`src/rtl/main_decoder.sv`:
```
`default_nettype none
// ============================================================================
//  Module   : main_decoder
//  Purpose  : RV32I main control decoder. Maps the opcode to registered
//             datapath control signals, one cycle after the opcode is sampled.
//  Revision : 1.0  initial release
// ============================================================================
module main_decoder (
    input  logic       clock,
    input  logic       reset,
    input  logic [6:0] opcode,
    output logic       reg_write,
    output logic       ALU_select,
    output logic       mem_write,
    output logic [1:0] result_select,
    output logic       branch,
    output logic [1:0] ALU_op,
    output logic       jump,
    output logic       illegal
);

    localparam logic [6:0] c_OP_LW     = 7'b0000011;
    localparam logic [6:0] c_OP_SW     = 7'b0100011;
    localparam logic [6:0] c_OP_RTYPE  = 7'b0110011;
    localparam logic [6:0] c_OP_BRANCH = 7'b1100011;
    localparam logic [6:0] c_OP_ITYPE  = 7'b0010011;
    localparam logic [6:0] c_OP_JAL    = 7'b1101111;
    localparam logic [6:0] c_OP_LUI    = 7'b0110111;

    localparam logic [1:0] c_RES_ALU = 2'b00;
    localparam logic [1:0] c_RES_MEM = 2'b01;
    localparam logic [1:0] c_RES_PC4 = 2'b10;
    localparam logic [1:0] c_RES_IMM = 2'b11;

    localparam logic [1:0] c_ALUOP_ADD   = 2'b00;
    localparam logic [1:0] c_ALUOP_SUB   = 2'b01;
    localparam logic [1:0] c_ALUOP_FUNCT = 2'b10;

    logic       w_reg_write;
    logic       w_alu_select;
    logic       w_mem_write;
    logic [1:0] w_result_select;
    logic       w_branch;
    logic [1:0] w_alu_op;
    logic       w_jump;
    logic       w_illegal;

    // Every field defaults to 0 so don't-care columns never carry X and an
    // unsupported opcode leaves only the illegal flag set.
    always_comb begin
        w_reg_write     = 1'b0;
        w_alu_select    = 1'b0;
        w_mem_write     = 1'b0;
        w_result_select = c_RES_ALU;
        w_branch        = 1'b0;
        w_alu_op        = c_ALUOP_ADD;
        w_jump          = 1'b0;
        w_illegal       = 1'b0;
        case (opcode)
            c_OP_LW: begin
                w_reg_write     = 1'b1;
                w_alu_select    = 1'b1;
                w_result_select = c_RES_MEM;
            end
            c_OP_SW: begin
                w_alu_select    = 1'b1;
                w_mem_write     = 1'b1;
            end
            c_OP_RTYPE: begin
                w_reg_write     = 1'b1;
                w_alu_op        = c_ALUOP_FUNCT;
            end
            c_OP_BRANCH: begin
                w_branch        = 1'b1;
                w_alu_op        = c_ALUOP_SUB;
            end
            c_OP_ITYPE: begin
                w_reg_write     = 1'b1;
                w_alu_select    = 1'b1;
                w_alu_op        = c_ALUOP_FUNCT;
            end
            c_OP_JAL: begin
                w_reg_write     = 1'b1;
                w_result_select = c_RES_PC4;
                w_jump          = 1'b1;
            end
            c_OP_LUI: begin
                w_reg_write     = 1'b1;
                w_alu_select    = 1'b1;
                w_result_select = c_RES_IMM;
            end
            default: begin
                w_illegal       = 1'b1;
            end
        endcase
    end

    logic       r_reg_write;
    logic       r_alu_select;
    logic       r_mem_write;
    logic [1:0] r_result_select;
    logic       r_branch;
    logic [1:0] r_alu_op;
    logic       r_jump;
    logic       r_illegal;

    always_ff @(posedge clock) begin
        if (reset) begin
            r_reg_write     <= 1'b0;
            r_alu_select    <= 1'b0;
            r_mem_write     <= 1'b0;
            r_result_select <= 2'b00;
            r_branch        <= 1'b0;
            r_alu_op        <= 2'b00;
            r_jump          <= 1'b0;
            r_illegal       <= 1'b0;
        end else begin
            r_reg_write     <= w_reg_write;
            r_alu_select    <= w_alu_select;
            r_mem_write     <= w_mem_write;
            r_result_select <= w_result_select;
            r_branch        <= w_branch;
            r_alu_op        <= w_alu_op;
            r_jump          <= w_jump;
            r_illegal       <= w_illegal;
        end
    end

    assign reg_write     = r_reg_write;
    assign ALU_select    = r_alu_select;
    assign mem_write     = r_mem_write;
    assign result_select = r_result_select;
    assign branch        = r_branch;
    assign ALU_op        = r_alu_op;
    assign jump          = r_jump;
    assign illegal       = r_illegal;

endmodule
`default_nettype wire

```
`config.mk`:
```
export PLATFORM = sky130hd
export DESIGN_NAME = main_decoder
export DESIGN_NICKNAME = d
export VERILOG_FILES = /design/src/rtl/main_decoder.sv
export SDC_FILE = /design/constraint.sdc
export NUM_CORES = 1
export LEC_CHECK = 0
export ABC_AREA = 0
export CORE_AREA = 2 2 39 41
export CTS_CLUSTER_SIZE = 8
export DETAILED_ROUTE_END_ITERATION = 8
export DIE_AREA = 0 0 41 43
export PLACE_DENSITY = 0.66
export SLEW_MARGIN = 10
export SYNTH_ARGS = -nofsm -noshare
export SYNTH_HDL_FRONTEND = slang
export SYNTH_SLANG_ARGS = --single-unit
```
`constraint.sdc`:
```
create_clock -name clock -period 1.35 [get_ports clock]
set_clock_uncertainty 0.05 [all_clocks]
set_input_delay 0.405 -clock clock [delete_from_list [all_inputs] [get_ports clock]]
set_output_delay 0.405 -clock clock [all_outputs]
set_load 0.02 [all_outputs]
```
==> results.json, run 1 <==
{
  "outcome": "finished clean",
  "crit_path_end_kind": "output port",
  "syn_area_per_cell_um2": 9.19,
  "ys_warn_count": 0,
  "cp.buffers_inverters": 1,
  "rsz0062_at_grt": "false",
  "grt_overflow": 0,
  "netlist_top_cells_count": "9 x dfxtp_1, 5 x a21oi_1, 4 x nor2_1",
  "m1WireLength_um": 351,
  "grt_usage_pct": 11.0,
  "place.gp.congestion": 0.804,
  "cap_viol_max_count": 0,
  "synthCells": 41,
  "synth_top_area_share_pct": 47.8,
  "ir_drop_v": 0.000231,
  "cts_sinks": 9,
  "fin_crit_sh_pct": 96.8,
  "placed_area_um2": 589,
  "worstPathRequired_ns": 0.90,
  "synth-main-ff-cell": "dfxtp_1",
  "netlist_area_um2": 377,
  "die_h_um": 43,
  "cts_tree": "built",
  "critPathMaxStageDelay_ns": 0.30,
  "area_delta_synth_final_pct": 61.1,
  "synth_top_family_by_area": "simple AND/OR/NAND/NOR gates",
  "muxShareOfSynthArea_pct": 0,
  "multiInputGateArea_um2": 196,
  "hold_ws_ns": 0.537,
  "drt_iter0_drc": 10,
  "synth_compound_area_share_pct": 14.3,
  "io_buffer_count": 18,
  "dpl.hpwl_um": 661,
  "slew_headroom_pct": 81.5,
  "synth_xor_area_share_pct": 0,
  "cts_buffer_depth": 2,
  "crit_family": "flip-flops",
  "finalSetupViolCount": 0,
  "die_x_um": 41,
  "highest_layer": "met3",
  "yosys.area.top_type": "dfxtp_1",
  "synth_most_common_cell": "dfxtp_1",
  "synthAdderAreaFrac_pct": 0,
  "totalPowerFinal_uw": 557,
  "fmax_ghz": 0.765,
  "syn-num-nets": 50,
  "row_count": 14,
  "worst_slack_ns": 0.0437,
  "antenna_found_initial": 0,
  "htreeDepth": 1,
  "first_global_vias": 306,
  "stdcell_count": 80,
  "first_pass_iters": 4,
  "synth_edf_count": 0,
  "coreArea_um2": 1380,
  "drt-vias-per-instance": 4.59,
  "synth-async-reset-ratio_pct": 0,
  "root_buffer": "clkbuf_4",
  "crit_path_top_delay_cell": "dfxtp_1",
  "die_area_um2": 1760,
  "antenna_cells": 0,
  "cp_cell_sequence": "clkdlybuf4s15_1",
  "cp_data_arrival_time_ns": 0.85,
  "wirelength_um": 832,
  "final_net_count": 74,
  "synth_area_leaders": "dfxtp_1 48%, a21oi_1 6.6%, nor3b_2 6.6%",
  "cp_max_fo": 1,
  "wl_met2_um": 445,
  "startpoint_type": "flip-flop",
  "yosys_register_bits": 9,
  "drv_slew": 0,
  "tightest_slew_ns": 0.277,
  "wl_per_cell_um": 10.4,
  "drc": 0,
  "p_leak_nw": 0.255,
  "worstSetupPathType": "reg -> out",
  "drive_gt1_share_pct": 28.1,
  "clk_pin_slew_ns": 0.06,
  "initial_utilization_pct": 27.2,
  "grt_pass1_wl_mm": 1.27,
  "yosysSeqAreaShare_pct": 47.8,
  "tns_ns": 0,
  "ant_nets": 0,
  "grt_max_degree": 9,
  "fin_crit_ns": 1.31,
  "yosys.area_share.simple_pct": 33.2,
  "n_fill_cell": 141,
  "place_inst": 76,
  "synth.distinct_cells": 18,
  "design_area_um2": 607,
  "via_count": 367,
  "hold_path_class": "in -> reg",
  "finish.utilization_pct": 43.9,
  "hold_viol": 0,
  "pin_count": 19,
  "power_density_nw_per_um2": 918,
  "cts_made_buffers": 3,
  "place_ws_ns": -0.360,
  "dr_wl_met3_um": 35,
  "regArea_um2": 180
}
state kept, by name, summed over array words and instances, names as in the netlist:
register,count
jump,1
result_select,2
reg_write,1
branch,1
illegal,1
ALU_select,1
ALU_op,1
mem_write,1
path summary, 6_finish.rpt:
path                  depth (start not counted)                  start                    to  slack (ns)
worst max-delay path                          1  ALU_select$_SDFF_PP0_            ALU_select        0.04
worst min-delay path                          2              opcode[2]  ALU_op[1]$_SDFF_PP0_        0.54
metal layers:
metal,GRT usage [%],vias to the layer above
li1,-,192
met1,13.0,167
met2,15.9,8
met3,0,0
met4,12.0,0
met5,0,-
cell usage in the layout (no fill, tap or decap), drive strengths merged:
master and n:
and4b 1, nand2 3, a21o 2, a21oi 5, and3b 1, clkbuf 8, clkdlybuf4s15 6, or3 1
and2b 1, buf 4, nor3 3, o21ai 1, o31ai 1, nor2 4, dlygate4sd2 5, clkdlybuf4s50 3
nor3b 4, nand3 2, dfxtp 9
kinds of logic (layout without fill, tap and decap cells):
group / Yosys count / in the layout
buf+inv: 3 / 26
flops: 9 / 9
compound gates: 9 / 9
simple gates: 20 / 20
what timing repair did:
action | in CTS | in global routing
hold endpoints to repair | 0 | 0
hold buffers | 0 | 0
gates resized for setup | 20 | 13
buffers inserted | 0 | 0
endpoints found under the setup margin | 15 | 12
power by group:
group          internal, mW  switching [mW]
Clock                 0.113          0.0876
Combinational        0.0439          0.0407
Sequential            0.270         0.00104
Total                 0.428           0.129
final cells by class:
class                           count  share of cell area [%]
Sequential cell                     9                    29.7
Tap cell                           16                    3.30
Multi-Input combinational cell     29                    32.4
Timing Repair Buffer               22                    30.3
Clock buffer                        4                    4.33
No activity file was read; power rests on OpenSTA's default activity.
==> run 2, diff against run 1 <==
Settings changed: SLEW_MARGIN 10 to 15.
==> results of run 2 <==
Final layout, timing and power as in run 1 (identical DEF).
